## src/rtl/scroll_sched_ctrl.sv

```systemverilog
// Scroll scheduler for the message-display address pointer.
// Arbitrates manual next/prev presses against a periodic auto-scroll timer.
module scroll_sched_ctrl #(
    parameter int ADDR_W     = 4,
    parameter int MSG_LEN    = 16,
    parameter int TICK_DIV   = 25_000_000,
    parameter int HOLD_STEPS = 4
) (
    input  logic              clk,
    input  logic              reset,
    input  logic              btn_next,
    input  logic              btn_prev,
    input  logic              auto_en,
    output logic [ADDR_W-1:0] addr,
    output logic              step,
    output logic [1:0]        mode
);

    localparam int TW = $clog2(TICK_DIV);
    localparam int HW = $clog2(HOLD_STEPS + 1);
    localparam logic [TW-1:0]     TICK_LAST = TW'(TICK_DIV - 1);
    localparam logic [HW-1:0]     HOLD_LAST = HW'(HOLD_STEPS - 1);
    localparam logic [ADDR_W-1:0] ADDR_LAST = ADDR_W'(MSG_LEN - 1);

    typedef enum logic [1:0] {
        S_MANUAL = 2'b00,
        S_AUTO   = 2'b01,
        S_HOLD   = 2'b10
    } state_t;

    state_t            r_state;
    logic              r_next_q;
    logic              r_prev_q;
    logic              r_req_next;
    logic              r_req_prev;
    logic [ADDR_W-1:0] r_addr;
    logic              r_step;
    logic [TW-1:0]     r_tick_cnt;
    logic [HW-1:0]     r_hold_cnt;

    logic              w_req;
    logic              w_tick;
    logic [ADDR_W-1:0] w_addr_inc;
    logic [ADDR_W-1:0] w_addr_dec;
    logic [ADDR_W-1:0] w_addr_man;

    // Simultaneous next+prev cancel each other; only a lone request counts.
    assign w_req      = r_req_next ^ r_req_prev;
    assign w_tick     = (r_state != S_MANUAL) && (r_tick_cnt == TICK_LAST);
    assign w_addr_inc = (r_addr == ADDR_LAST) ? '0 : r_addr + 1'b1;
    assign w_addr_dec = (r_addr == '0) ? ADDR_LAST : r_addr - 1'b1;
    assign w_addr_man = r_req_next ? w_addr_inc : w_addr_dec;

    assign addr = r_addr;
    assign step = r_step;
    assign mode = r_state;

    // Rising-edge press detect; history resets high so a held button is ignored.
    always_ff @(posedge clk) begin
        if (reset) begin
            r_next_q   <= 1'b1;
            r_prev_q   <= 1'b1;
            r_req_next <= 1'b0;
            r_req_prev <= 1'b0;
        end else begin
            r_next_q   <= btn_next;
            r_prev_q   <= btn_prev;
            r_req_next <= btn_next & ~r_next_q;
            r_req_prev <= btn_prev & ~r_prev_q;
        end
    end

    // Mode FSM with address stepping, tick timer and hold window.
    always_ff @(posedge clk) begin
        if (reset) begin
            r_state    <= S_MANUAL;
            r_addr     <= '0;
            r_step     <= 1'b0;
            r_tick_cnt <= '0;
            r_hold_cnt <= '0;
        end else begin
            r_step <= 1'b0;
            if (w_req) begin
                r_addr <= w_addr_man;
                r_step <= 1'b1;
            end
            if (!auto_en) begin
                r_state    <= S_MANUAL;
                r_tick_cnt <= '0;
                r_hold_cnt <= '0;
            end else begin
                case (r_state)
                    S_MANUAL: begin
                        r_state    <= S_AUTO;
                        r_tick_cnt <= '0;
                    end
                    S_AUTO: begin
                        if (w_req) begin
                            r_state    <= S_HOLD;
                            r_tick_cnt <= '0;
                            r_hold_cnt <= '0;
                        end else if (w_tick) begin
                            r_addr     <= w_addr_inc;
                            r_step     <= 1'b1;
                            r_tick_cnt <= '0;
                        end else begin
                            r_tick_cnt <= r_tick_cnt + 1'b1;
                        end
                    end
                    S_HOLD: begin
                        if (w_req) begin
                            r_tick_cnt <= '0;
                            r_hold_cnt <= '0;
                        end else if (w_tick) begin
                            r_tick_cnt <= '0;
                            if (r_hold_cnt == HOLD_LAST) begin
                                r_state    <= S_AUTO;
                                r_hold_cnt <= '0;
                            end else begin
                                r_hold_cnt <= r_hold_cnt + 1'b1;
                            end
                        end else begin
                            r_tick_cnt <= r_tick_cnt + 1'b1;
                        end
                    end
                    default: begin
                        r_state    <= S_MANUAL;
                        r_tick_cnt <= '0;
                        r_hold_cnt <= '0;
                    end
                endcase
            end
        end
    end

endmodule

```

## config.mk

```make
export PLATFORM = sky130hd
export DESIGN_NAME = scroll_sched_ctrl
export DESIGN_NICKNAME = d
export VERILOG_FILES = /design/src/rtl/scroll_sched_ctrl.sv
export SDC_FILE = /design/constraint.sdc
export NUM_CORES = 1
export LEC_CHECK = 0
export BUFFER_PORTS_ARGS = -buffer_cell sky130_fd_sc_hd__clkbuf_2
export CORE_MARGIN = 8
export CORE_UTILIZATION = 54
export CTS_CLUSTER_DIAMETER = 40
export DETAILED_ROUTE_END_ITERATION = 12
export PLACE_DENSITY = 0.75
export SLEW_MARGIN = 20
export SYNTH_ARGS = -nofsm -noshare
export SYNTH_HDL_FRONTEND = slang
export SYNTH_SLANG_ARGS = --single-unit
```

## constraint.sdc

```tcl
create_clock -name clk -period 2.1 [get_ports clk]
set_input_delay 0.21 -clock clk [delete_from_list [all_inputs] [get_ports clk]]
set_output_delay 0.21 -clock clk [all_outputs]
set_load 0.005 [all_outputs]
```

==> qor.csv, run 1 <==
stage,metric,value,unit
synthesis,ys.flop_type,dfxtp_1,
floorplanning,die_w,76.0,µm
grt,overflow,0,
power_and_ir_drop,p_comb_frac,0.070,
power_and_ir_drop,switching_share,0.234,
placed_design,post-place-ws,-35.1,ps
layout,n_fill_cell,285,
layout,register_area,783,µm²
power_and_ir_drop,switchingPower,319,µW
layout,layout-drive-gt1-share,0.205,
timing,layout_setup_ws,84.8,ps
critical_path,cpPeakStageDelay,480,ps
synthesis,yosys.area.top_type,dfxtp_1,
synthesis,synth_edf_count,0,
synthesis,synth.avg_cell_area,8.56,µm²
synthesis,synthMuxAreaShare,0.0155,
clocking,cts_max_level,2,
timing,clock.fmax,496,MHz
power_and_ir_drop,total_power,1.37,mW
floorplanning,core,0.00339,mm²
clocking,postCtsSetupBuffers,0,
power_and_ir_drop,vdd_drop_max,0.489,mV
grt,grt_use_total,0.138,
min_path,hold_start,btn_next,
flow_run,cap_violations,0,
power_and_ir_drop,p_int,1.05,mW
detailed_routing,via_per_inst,5.33,
power_and_ir_drop,leakagePower,0.847,nW
synthesis,netlist.area_leader.share,0.402,
synthesis,syn_inst,227,
timing,slew_violations,0,
timing,fin_crit_sh,0.960,
floorplanning,io_pins,12,
critical_path,timing.rr.start,mode[0]$_SDFFE_PP0P_,
grt,antenna_found_initial,0,
clocking,cts.clk_slew.worst_paths,120,ps
timing,worst_pin_slew,484,ps
timing,finalClockSkew,9.85,ps
layout,stdcell_area,0.00230,mm²
synthesis,synthArstFlopShare,0,
clocking,insertion_delay,350,ps
power_and_ir_drop,p_clk_frac,0.370,
layout,n_antenna_cell,0,
floorplanning,start_util,0.573,
floorplanning,rows,21,
placed_design,hpwl,2.76,mm
detailed_routing,finalWirelength,3.74,mm
timing,post-route-min-period,2020,ps
clocking,cts_tree,yes,
critical_path,path_buf_inv,1,
synthesis,syn_nets,240,
grt,grt_first_pass_wirelength,6.79,mm
critical_path,critPathLaunchType,register,
detailed_routing,drcViolationCount,0,
critical_path,path_max_fanout,3,
synthesis,yosys.area_share.adder,0.0515,
floorplanning,dieArea,0.00577,mm²
min_path,hp-class,in2reg,
grt,grt_max_degree,26,
synthesis,synth-simple-area-share,0.279,
detailed_routing,vias,1627,
power_and_ir_drop,p_seq_frac,0.560,
synthesis,synth_xor_area_frac,0.113,
clocking,cts_buffers,5,
critical_path,endpoint_kind,register,
detailed_routing,firstDrtPassIters,4,
synthesis,synth.distinct_cells,40,
detailed_routing,drt_iter0_drc,116,
critical_path,cp_top_family,simple AND/OR/NAND/NOR gates,
critical_path,worstPathRequired,2390,ps
critical_path,path_class,reg2reg,
synthesis,synth_top_family_by_area,simple AND/OR/NAND/NOR gates,
synthesis,synth.top_cells.by_count,"39 x dfxtp_1, 36 x nor2_1, 14 x xnor2_1, 13 x nand2_1, 12 x inv_1",
placed_design,place_area,0.00220,mm²
run_status,status,"finished, final reports clean",
placed_design,gp_congestion,0.859,
floorplanning,die_h,76.0,µm
synthesis,synth_area,0.00194,mm²
placed_design,port_buffers,11,
timing,setup_viol,0,
synthesis,yosys_warnings,0,
timing,hold_viol,0,
synthesis,synth-seq-cells,39,
timing,slew_headroom,0.674,
layout,final_nets,271,
clocking,cts_sinks,39,
layout,multiInputGateArea,0.00112,mm²
critical_path,cp.arrival,2310,ps
clocking,clock_path_buffers,2,
power_and_ir_drop,p_per_area,593,mW/mm²
critical_path,crit_slowest_cell,or4_1,
synthesis,synth.most_common_cell,dfxtp_1,
critical_path,path_cells,inv_2 -> ha_4 -> nor4b_4 -> nand4_1 -> o41a_1 -> or4_1 -> a21oi_1,
timing,rsz0062_at_grt,true,
detailed_routing,ant_nets,0,
detailed_routing,post_drt_wl_per_cell,12.2,µm
synthesis,yosys-top-cells-area,"dfxtp_1 40%, nor2_1 7.0%, xnor2_1 6.3%",
clocking,cts-root-buf,clkbuf_4,
grt,grt_pass1_vias,1587,
synthesis,synth_compound_area_frac,0.102,
critical_path,crit_path_start,mode[0]$_SDFFE_PP0P_,
clocking,cts_hold_buf,0,
synthesis,yosysSeqAreaShare,0.402,
layout,area_delta_synth_final,18.6,%
==> kinds of logic after synthesis <==
logic type | Yosys count
AOI/OAI and AO/OA | 30
xor gates and xnor gates | 25
and+or+nand+nor | 103
buffers and inverters | 19
adders and majority gates | 8
muxes | 3
DFF | 39
==> per-layer routing <==
metal  vias up  track usage  routed length [µm]
li1        853            -                   -
met1       756        0.169                1900
met2        12        0.215                1680
met3         6       0.0460                 100
met4         0       0.0588                  61
met5         -            0                   0
==> cells in the final DEF, fill, tap and decap left out, types with 2 or more instances in the layout <==
| cell | netlist | routed |
|---|---|---|
| xnor2_1 | 14 | 14 |
| or2_2 | 3 | 3 |
| a211o_1 | 2 | 2 |
| nor2_1 | 36 | 36 |
| clkbuf_4 | 0 | 5 |
| and3_1 | 3 | 3 |
| a31oi_1 | 3 | 3 |
| nor3b_1 | 2 | 2 |
| or4_1 | 3 | 2 |
| and2_1 | 2 | 2 |
| nor3_1 | 5 | 5 |
| nand4_1 | 9 | 9 |
| nand3_1 | 11 | 11 |
| clkbuf_2 | 0 | 11 |
| nand2_1 | 13 | 13 |
| xor2_1 | 11 | 11 |
| nor4b_2 | 2 | 2 |
| nor2b_1 | 3 | 3 |
| dfxtp_1 | 39 | 37 |
| inv_1 | 12 | 10 |
| buf_4 | 0 | 19 |
| o211ai_1 | 3 | 3 |
| o41ai_1 | 2 | 2 |
| ha_1 | 8 | 7 |
| nor4_1 | 4 | 4 |
| o21ai_0 | 5 | 5 |
| inv_2 | 0 | 2 |
| dfxtp_2 | 0 | 2 |
| mux2i_1 | 3 | 3 |
| a21oi_1 | 9 | 9 |
==> state kept, by name, summed over array words and instances, names as in the netlist <==
name        flops
addr            4
mode            2
r_hold_cnt      3
r_next_q        1
r_prev_q        1
r_req_next      1
r_req_prev      1
r_tick_cnt     25
step            1
==> power by group through the flow <==
stage                     Clock [mW]  Combinational (mW)  Sequential [mW]
final                          0.505              0.0962            0.765
after global routing           0.556               0.108            0.767
after detailed placement           0              0.0928            0.781
after global placement             0              0.0919            0.781
after CTS                      0.521              0.0935            0.764
after floorplan                    0              0.0594            0.779
==> worst paths after layout <==
| check | slack [ps] | end | cells after the start |
|---|---|---|---|
| worst max-delay path | 80 | mode[0]$_SDFFE_PP0P_ | 7 |
| worst min-delay path | 50 | r_next_q$_SDFF_PP1_ | 2 |
| worst max register to register | 80 | mode[0]$_SDFFE_PP0P_ | 7 |
| worst min register to register | 400 | r_req_prev$_SDFF_PP0_ | 1 |
==> area by class of cell <==
| class | count | share of cell area |
|---|---|---|
| Multi-Input combinational cell | 169 | 0.486 |
| Sequential cell | 39 | 0.340 |
| Timing Repair Buffer | 31 | 0.0945 |
| Tap cell | 46 | 0.0250 |
| Inverter | 12 | 0.0195 |
| Clock inverter | 3 | 0.0190 |
| Clock buffer | 5 | 0.0163 |
==> worst reg2reg max path, cell delays in order (launching register included) <==
cell and delay [ps]:
dfxtp_2 360, inv_2 50, ha_4 160, nor4b_4 200, nand4_1 180, o41a_1 390, or4_1 480, a21oi_1 140
==> timing repair <==
item                                    in CTS  in global routing
endpoints found under the setup margin       3                  4
pin swaps                                    1                  1
endpoints found under the hold margin        0                  0
gates resized for setup                      1                  4
==> through the flow <==
stage | hold slack [ps] | util | std cells | setup TNS, ps
floorplan | 314 | - | 227 | 0
global placement | 380 | 0.649 | 297 | -12.7
detailed placement | 380 | 0.649 | 297 | -41.0
CTS | 34.1 | 0.674 | 305 | 0
global route | 32.0 | 0.680 | 305 | -68.9
finish | 45.5 | 0.680 | 305 | 0
(Power assumes the default switching activity.)
==> run 2, diff against run 1 <==
--- a/config.mk
+++ b/config.mk
@@ -6,7 +6,7 @@
 export NUM_CORES = 1
 export LEC_CHECK = 0
 export BUFFER_PORTS_ARGS = -buffer_cell sky130_fd_sc_hd__clkbuf_2
-export CORE_MARGIN = 8
+export CORE_MARGIN = 1.5
 export CORE_UTILIZATION = 54
 export CTS_CLUSTER_DIAMETER = 40
 export DETAILED_ROUTE_END_ITERATION = 12
==> run 2 against run 1 <==
Clock-buffer cell count increased by 1. Power up 1.9%. Cell count unchanged.
==> qor.csv, run 2 (same netlist as run 1, synthesis figures left out) <==
stage,metric,value,unit,change
layout,layout-drive-gt1-share,0.197,,was 0.205
clocking,cts-root-buf,clkbuf_4,,unchanged
timing,clock.fmax,495,MHz,was 496 MHz
power_and_ir_drop,switching_share,0.226,,was 0.234
timing,hold_viol,0,,unchanged
floorplanning,io_pins,12,,unchanged
flow_run,cap_violations,0,,unchanged
timing,worst_pin_slew,464,ps,was 484 ps
timing,setup_tns,0,ps,unchanged
timing,setup_viol,0,,unchanged
detailed_routing,vias,1694,,"was 1,627"
critical_path,path_cells,inv_1 -> ha_4 -> nor4b_2 -> nand4_1 -> o41a_1 -> or4_1 -> a21oi_1,,was inv_2 -> ha_4 -> nor4b_4 -> nand4_1 -> o41a_1 -> or4_1 -> a21oi_1
timing,finalClockSkew,11.7,ps,was 9.85 ps
layout,final_nets,271,,unchanged
clocking,insertion_delay,350,ps,about the same
detailed_routing,via_per_inst,5.55,,was 5.33
clocking,clock_path_buffers,2,,unchanged
critical_path,crit_slowest_cell,or4_1,,unchanged
grt,grt_first_pass_wirelength,6.87,mm,was 6.79 mm
floorplanning,die_w,63.0,µm,was 76.0 µm
detailed_routing,drt_iter0_drc,110,,was 116
critical_path,path_max_fanout,3,,unchanged
layout,multiInputGateArea,0.00111,mm²,was 0.00112 mm²
layout,regMostFlops,r_tick_cnt,,unchanged
detailed_routing,drcViolationCount,0,,unchanged
clocking,cts_tree,yes,,unchanged
min_path,hp-class,in2reg,,unchanged
critical_path,cp.arrival,2300,ps,was 2310 ps
floorplanning,dieArea,0.00397,mm²,was 0.00577 mm²
min_path,min_delay_path_depth,2,,unchanged
power_and_ir_drop,leakagePower,0.849,nW,was 0.847 nW
layout,register_area,783,µm²,unchanged
layout,largest_register_ffs,25,,unchanged
grt,overflow,0,,unchanged
critical_path,path_buf_inv,1,,unchanged
detailed_routing,finalWirelength,3.89,mm,was 3.74 mm
power_and_ir_drop,p_int,1.08,mW,was 1.05 mW
clocking,cts_hold_buf,0,,unchanged
power_and_ir_drop,p_seq_frac,0.549,,was 0.560
grt,antenna_found_initial,0,,unchanged
layout,layout_commonest_cell,dfxtp_1,,unchanged
clocking,cts.clk_slew.worst_paths,110,ps,was 120 ps
timing,post-route-min-period,2020,ps,about the same
grt,grt_max_degree,26,,unchanged
placed_design,port_buffers,11,,unchanged
power_and_ir_drop,p_clk_frac,0.381,,was 0.370
layout,n_fill_cell,273,,was 285
critical_path,cpPeakStageDelay,490,ps,was 480 ps
clocking,cts_buffers,5,,unchanged
clocking,cts_max_level,2,,unchanged
placed_design,gp_congestion,0.868,,was 0.859
timing,fin_crit_sh,0.962,,was 0.960
detailed_routing,ant_nets,0,,unchanged
critical_path,cp_num_cells,7,,unchanged
grt,grt_pass1_vias,1546,,"was 1,587"
critical_path,r2r_cells,7,,unchanged
detailed_routing,firstDrtPassIters,4,,unchanged
placed_design,hpwl,2.81,mm,was 2.76 mm
critical_path,path_class,reg2reg,,unchanged
clocking,cts_sinks,39,,unchanged
timing,slew_violations,0,,unchanged
floorplanning,start_util,0.573,,unchanged
critical_path,endpoint_kind,register,,unchanged
power_and_ir_drop,total_power,1.39,mW,was 1.37 mW
floorplanning,core,0.00339,mm²,unchanged
grt,grt_use_total,0.215,,was 0.138
power_and_ir_drop,p_comb_frac,0.069,,was 0.070
floorplanning,rows,21,,unchanged
layout,n_antenna_cell,0,,unchanged
floorplanning,die_h,63.0,µm,was 76.0 µm
power_and_ir_drop,vdd_drop_max,0.375,mV,was 0.489 mV
critical_path,critPathLaunchType,register,,unchanged
critical_path,worstPathRequired,2380,ps,was 2390 ps
layout,area_delta_synth_final,18.4,%,was 18.6%
placed_design,dp.cells,297,,unchanged
layout,final_cell_mix,"37 x dfxtp_1, 36 x nor2_1, 19 x buf_4, 14 x xnor2_1, 13 x nand2_1",,unchanged
timing,slew_headroom,0.687,,was 0.674
run_status,status,"finished, final reports clean",,unchanged
layout,stdcell_count,305,,unchanged
power_and_ir_drop,p_per_area,605,mW/mm²,was 593 mW/mm²
critical_path,cp_top_family,simple AND/OR/NAND/NOR gates,,unchanged
clocking,postCtsSetupBuffers,0,,unchanged
layout,fin_util,0.679,,was 0.680
detailed_routing,post_drt_wl_per_cell,12.8,µm,was 12.2 µm
power_and_ir_drop,switchingPower,315,µW,was 319 µW
-- run 2: what timing repair did --
action	4_1_cts	5_1_grt
endpoints found under the setup margin	3	1
pin swaps	3	1
gates cloned	0	0
gates resized for setup	1	1
-- run 2: routing by layer --
layer	GRT usage	part of all wire	wire length, µm
met4	0.0778	0.014	53
met2	0.338	0.47	1830
met3	0.0577	0.045	175
met1	0.283	0.47	1830
met5	0	0	0
-- run 2: path summary, 6_finish.rpt --
kind	from	endpoint	slack, ps
max	mode[1]$_SDFFE_PP0P_	mode[0]$_SDFFE_PP0P_	80
min	btn_next	r_next_q$_SDFF_PP1_	70
max reg2reg	mode[1]$_SDFFE_PP0P_	mode[0]$_SDFFE_PP0P_	80
min reg2reg	r_prev_q$_SDFF_PP1_	r_req_prev$_SDFF_PP0_	400
-- run 2: layout make-up --
class / count / share of cell area
flip-flops and latches: 39 / 0.340
inverters: 12 / 0.0196
well taps: 46 / 0.0250
multi-input cells: 169 / 0.483
repair buffers: 31 / 0.0946
clock buffers: 6 / 0.0223
clock inverters: 2 / 0.0152
-- run 2: power by group through the flow --
stage | sequential, mW | clock [mW] | combinational (mW)
CTS | 0.764 | 0.537 | 0.0942
finish | 0.764 | 0.531 | 0.0965
global route | 0.766 | 0.579 | 0.107
detailed placement | 0.781 | 0 | 0.0934
global placement | 0.781 | 0 | 0.0913
floorplan | 0.779 | 0 | 0.0594
-- run 2: per-stage QoR --
stage / hold slack [ps] / setup WS (ps) / instance area, µm²
final: 65.8 / 80.3 / 2300
after global routing: 54.0 / -6.40 / 2300
after CTS: 54.8 / 0.157 / 2290
after detailed placement: 381 / -86.4 / 2200
after global placement: 380 / -13.6 / 2200
after floorplan: 314 / 28.8 / 1960
